**config.mk**
```make
export PLATFORM = sky130hd
export DESIGN_NAME = lmem_stream_reader
export DESIGN_NICKNAME = d
export VERILOG_FILES = /design/src/rtl/lmem_stream_reader.sv
export SDC_FILE = /design/constraint.sdc
export NUM_CORES = 1
export LEC_CHECK = 0
export ABC_AREA = 1
export BUFFER_PORTS_ARGS = -buffer_cell sky130_fd_sc_hd__buf_2
export CORE_MARGIN = 4
export CORE_UTILIZATION = 54
export DETAILED_ROUTE_END_ITERATION = 16
export PLACE_DENSITY = 0.91
export SLEW_MARGIN = 5
export SYNTH_ARGS = -nofsm -noshare
export SYNTH_HDL_FRONTEND = slang
export SYNTH_SLANG_ARGS = --single-unit
```
**constraint.sdc**
```tcl
create_clock -name clk -period 2.9 [get_ports clk]
set_input_delay 0.145 -clock clk [delete_from_list [all_inputs] [get_ports clk]]
set_output_delay 0.145 -clock clk [all_outputs]
set_load 0.05 [all_outputs]
```
**src/rtl/lmem_stream_reader.sv**
```systemverilog
`default_nettype none
// ============================================================================
// Module  : lmem_stream_reader
// Brief   : Sweeps an LMEM address range and streams the read words out as a
//           valid/ready stream through a 2-entry skid buffer.
// Revision: 1.0 - initial release
// ============================================================================
module lmem_stream_reader #(
    parameter int DATA_WIDTH = 18,
    parameter int ADDR_WIDTH = 10
) (
    input  logic                  clk,
    input  logic                  rstn,
    input  logic                  start,
    input  logic [ADDR_WIDTH-1:0] base_addr,
    input  logic [ADDR_WIDTH:0]   length,
    output logic                  busy,
    output logic                  done,
    output logic [ADDR_WIDTH-1:0] mem_addr,
    output logic                  mem_we,
    output logic [DATA_WIDTH-1:0] mem_data,
    input  logic [DATA_WIDTH-1:0] mem_q,
    output logic                  out_valid,
    input  logic                  out_ready,
    output logic [DATA_WIDTH-1:0] out_data
);

    localparam logic [ADDR_WIDTH-1:0] ADDR_ONE = 1;
    localparam logic [ADDR_WIDTH:0]   REM_ONE  = 1;

    typedef enum logic [1:0] {
        ST_IDLE = 2'd0,
        ST_RUN  = 2'd1,
        ST_DONE = 2'd2
    } state_t;

    state_t                state_q, state_d;
    logic [ADDR_WIDTH-1:0] addr_ptr_q, addr_ptr_d;
    logic [ADDR_WIDTH-1:0] last_addr_q, last_addr_d;
    logic [ADDR_WIDTH:0]   remaining_q, remaining_d;
    logic                  inflight_q, inflight_d;
    logic [1:0]            count_q, count_d;
    logic [DATA_WIDTH-1:0] buf0_q, buf0_d;
    logic [DATA_WIDTH-1:0] buf1_q, buf1_d;
    logic                  busy_q, busy_d;
    logic                  done_q, done_d;

    logic                  pop;
    logic                  push;
    logic                  issue;
    logic [2:0]            occ_sum;
    logic [2:0]            occ_limit;

    always_comb begin
        pop       = (count_q != 2'd0) && out_ready;
        push      = inflight_q;
        // A read may only launch if its word is guaranteed a slot on arrival.
        occ_sum   = {1'b0, count_q} + {2'b00, inflight_q};
        occ_limit = 3'd2 + {2'b00, pop};
        issue     = (state_q == ST_RUN) && (remaining_q != '0) && (occ_sum < occ_limit);

        state_d     = state_q;
        addr_ptr_d  = addr_ptr_q;
        last_addr_d = last_addr_q;
        remaining_d = remaining_q;
        inflight_d  = issue;

        case (state_q)
            ST_IDLE: begin
                if (start) begin
                    addr_ptr_d  = base_addr;
                    remaining_d = length;
                    state_d     = (length == '0) ? ST_DONE : ST_RUN;
                end
            end
            ST_RUN: begin
                if (issue) begin
                    addr_ptr_d  = addr_ptr_q + ADDR_ONE;
                    last_addr_d = addr_ptr_q;
                    remaining_d = remaining_q - REM_ONE;
                end
                if ((remaining_q == '0) && !inflight_q && (count_q == 2'd1) && pop) begin
                    state_d = ST_DONE;
                end
            end
            ST_DONE: begin
                state_d = ST_IDLE;
            end
            default: begin
                state_d = ST_IDLE;
            end
        endcase

        count_d = count_q;
        buf0_d  = buf0_q;
        buf1_d  = buf1_q;
        case ({push, pop})
            2'b10: begin
                if (count_q == 2'd0) begin
                    buf0_d = mem_q;
                end else begin
                    buf1_d = mem_q;
                end
                count_d = count_q + 2'd1;
            end
            2'b01: begin
                buf0_d  = buf1_q;
                count_d = count_q - 2'd1;
            end
            2'b11: begin
                if (count_q == 2'd1) begin
                    buf0_d = mem_q;
                end else begin
                    buf0_d = buf1_q;
                    buf1_d = mem_q;
                end
            end
            default: begin
                count_d = count_q;
            end
        endcase

        busy_d = (state_d != ST_IDLE);
        done_d = (state_d == ST_DONE);
    end

    always_ff @(posedge clk or negedge rstn) begin
        if (!rstn) begin
            state_q     <= ST_IDLE;
            addr_ptr_q  <= '0;
            last_addr_q <= '0;
            remaining_q <= '0;
            inflight_q  <= 1'b0;
            count_q     <= 2'd0;
            buf0_q      <= '0;
            buf1_q      <= '0;
            busy_q      <= 1'b0;
            done_q      <= 1'b0;
        end else begin
            state_q     <= state_d;
            addr_ptr_q  <= addr_ptr_d;
            last_addr_q <= last_addr_d;
            remaining_q <= remaining_d;
            inflight_q  <= inflight_d;
            count_q     <= count_d;
            buf0_q      <= buf0_d;
            buf1_q      <= buf1_d;
            busy_q      <= busy_d;
            done_q      <= done_d;
        end
    end

    // Address is shown combinationally only while issuing, otherwise it holds.
    assign mem_addr  = issue ? addr_ptr_q : last_addr_q;
    assign mem_we    = 1'b0;
    assign mem_data  = '0;
    assign busy      = busy_q;
    assign done      = done_q;
    assign out_valid = (count_q != 2'd0);
    assign out_data  = buf0_q;

    a_no_overflow: assert property (@(posedge clk) disable iff (!rstn)
        !(push && !pop && (count_q == 2'd2)));

endmodule
`default_nettype wire
```
==> metrics.txt <==
status finished clean; Initial Util 0.561; Final Critical Period 2.52 ns; Nets 614; ranking of synthesized cells by area dfrtp_1, nand2_1, o21ai_0; GPL Wtd Cong 0.863; M2 GR Usage 0.388; hold crit path type in -> async; CTS Buf Count 9; Final TNS setup 0 ns; global route hottest layer met2; crit path DAT 2.38 ns; RSZ-0062 raised after global routing no; die area 9070 um2; post-route ant nets 0; Yosys top cell by area dfrtp_1; endpoint class of the critical path primary output; Hold Fails Final Rpt 0; Mapped Cells 494; row cnt 31; Remaining DRCs 0; Worst-Skew Late Latency 0.35 ns; drt wl/cell 14.3 um; clk buf depth 2; maximum fanout along the worst path 39; Synth cell types 31; syn avg cell area 8.32 um2; initial antenna violation count 0; Crit. Startpoint remaining_q[0]; Num Clock Sinks 74; HPWL Detailed 6600 um; Root Buffer clkbuf_8; Ys Warns 0; R2R Setup Slk 0.39 ns; top cell type's share of synthesized area 0.450; ratio of cells with drive above 1 in the final layout 0.244; CP Class reg -> out; Mapped Area 4110 um2; Seq cells post-synth 74; # diodes 0; slew margin rel. 0.344; Peak Freq 397 MHz; via count 3605; Setup Fix Bufs, Post-CTS 0; Final Cycle Share 0.869; Clock Skew 0.00895 ns; IO Pins 93; Slew Viols, Final 0; H-tree depth 3; Via density 5.42; global-route wire length before repair 15700 um; final WL 9490 um; pin count of the biggest net entering global routing 75; P&R area growth vs syn 13.3%; hold buffers post-CTS 0; core area 7330 um2; endpoints failing setup 0; Worst Setup Start Kind flip-flop; reg2reg start count_q[0]; Port Buffers 73; global route overflow 0; met3 usage in global routing 0.0552; Die Ht 95.3 um; Tot GR Track Use 0.219; Worst Max-Slew Pin Slew 0.982 ns; sequential share of the synthesized area 0.450; max cap viols 0; WP data required 2.76 ns; TritonCTS clock tree built; Clock Pin Slew Worst Setup and Hold Paths 0.08 ns; DR iter-0 viols 120; cts repair resizes 0; met1 GRT Util 0.261; first drt pass iteration count 4; vias in the first global route 3520; overall die width 95.3 um
==> cell type report <==
type | instances | area [um2]
well taps | 99 | 124
clock inverters | 6 | 90.1
fillers | 629 | 2670
inverters | 43 | 161
repair buffers | 78 | 403
flip-flops and latches | 74 | 1850
multi-input cells | 355 | 1900
clock buffers | 10 | 128
==> routing by layer <==
layer	share of wire	routed length, um
met5	0	0
met4	0.014	132
met3	0.073	691
met2	0.52	4890
met1	0.40	3780
==> worst max-delay path: stages, from the launching register on <==
cell and delay (ns):
dfrtp_1 0.38, inv_1 0.14, ha_1 0.18, nor3b_1 0.30
nand2_2 0.11, nand2_4 0.36, nand2_1 0.18, o21ai_2 0.08
buf_2 0.28
==> state kept, by name, summed over array words and instances (netlist names), 2 cells and up <==
| register | flops |
|---|---|
| addr_ptr_q | 10 |
| buf1_q | 18 |
| count_q | 2 |
| last_addr_q | 10 |
| out_data | 18 |
| remaining_q | 11 |
| state_q | 2 |
==> layout by cell type (no fill, tap or decap), types with 2 or more instances in the layout <==
cell type	synthesis	routed
o22ai_1	3	3
nand2_4	2	2
buf_4	22	5
ha_1	10	10
nor3_1	3	3
o21ai_2	13	13
bufinv_16	0	2
or2_2	3	3
dfrtp_1	74	74
nand3_1	38	38
nor2_1	34	34
a21oi_1	2	2
clkbuf_8	0	9
o21ai_1	12	12
nand3b_1	3	3
a31oi_1	18	18
mux2_2	18	18
inv_1	43	43
nand2_2	2	2
o21ai_0	57	57
nand2_1	107	107
conb_1	1	19
xnor2_1	2	2
buf_2	6	73
nor2_2	4	4
==> worst paths after layout <==
path	endpoint	cells after the start
max	mem_addr[8]	8
min reg2reg	remaining_q[7]	2
max reg2reg	buf1_q[9]	8
max in group asynchronous	last_addr_q[0]	2
min	out_data[2]	2
min in group clk	buf1_q[12]	2
==> through the flow <==
stage	utilization	area, um2	instances	hold slack (ns)	worst slack, ns
final	0.635	4660	665	0.00279	0.380
after global routing	0.635	4660	665	0.0301	0.186
after CTS	0.635	4660	665	0.0226	0.365
after detailed placement	0.606	4440	649	0.401	0.413
after global placement	0.606	4440	649	0.396	0.553
after floorplan	-	4180	512	-0.151	0.461
==> Yosys cell counts <==
cell type and number:
buf_8 1, clkbuf_1 9, nor2_4 1, o22ai_1 3, dfrtp_1 74, mux2_2 18, o21ai_2 13, nor2_1 34
nor3_1 3, buf_4 22, a21oi_2 1, or2_2 3, nand3_1 38, inv_1 43, a31oi_1 18, xnor2_1 2
nor2_2 4, nand2_1 107, nand2_2 2, a21oi_1 2, o21ai_0 57, nand4_1 1, buf_6 2, nor3b_1 1
o211ai_2 1, o21ai_1 12, ha_1 10, nand3b_1 3, nand2_4 2, buf_2 6, conb_1 1
==> cell families after synthesis <==
| kind of cell | share of synthesized area |
|---|---|
| buf+inv | 0.104 |
| xor+xnor | 0.00426 |
| fa+ha+maj | 0.0304 |
| other cells | 0.000912 |
| compound gates | 0.151 |
| mux | 0.0493 |
| simple gates | 0.209 |
| flops | 0.450 |
Power is left out: the tool's default activity adds up to more than one toggle a clock period on the data nets, which glitch-free logic cannot reach.
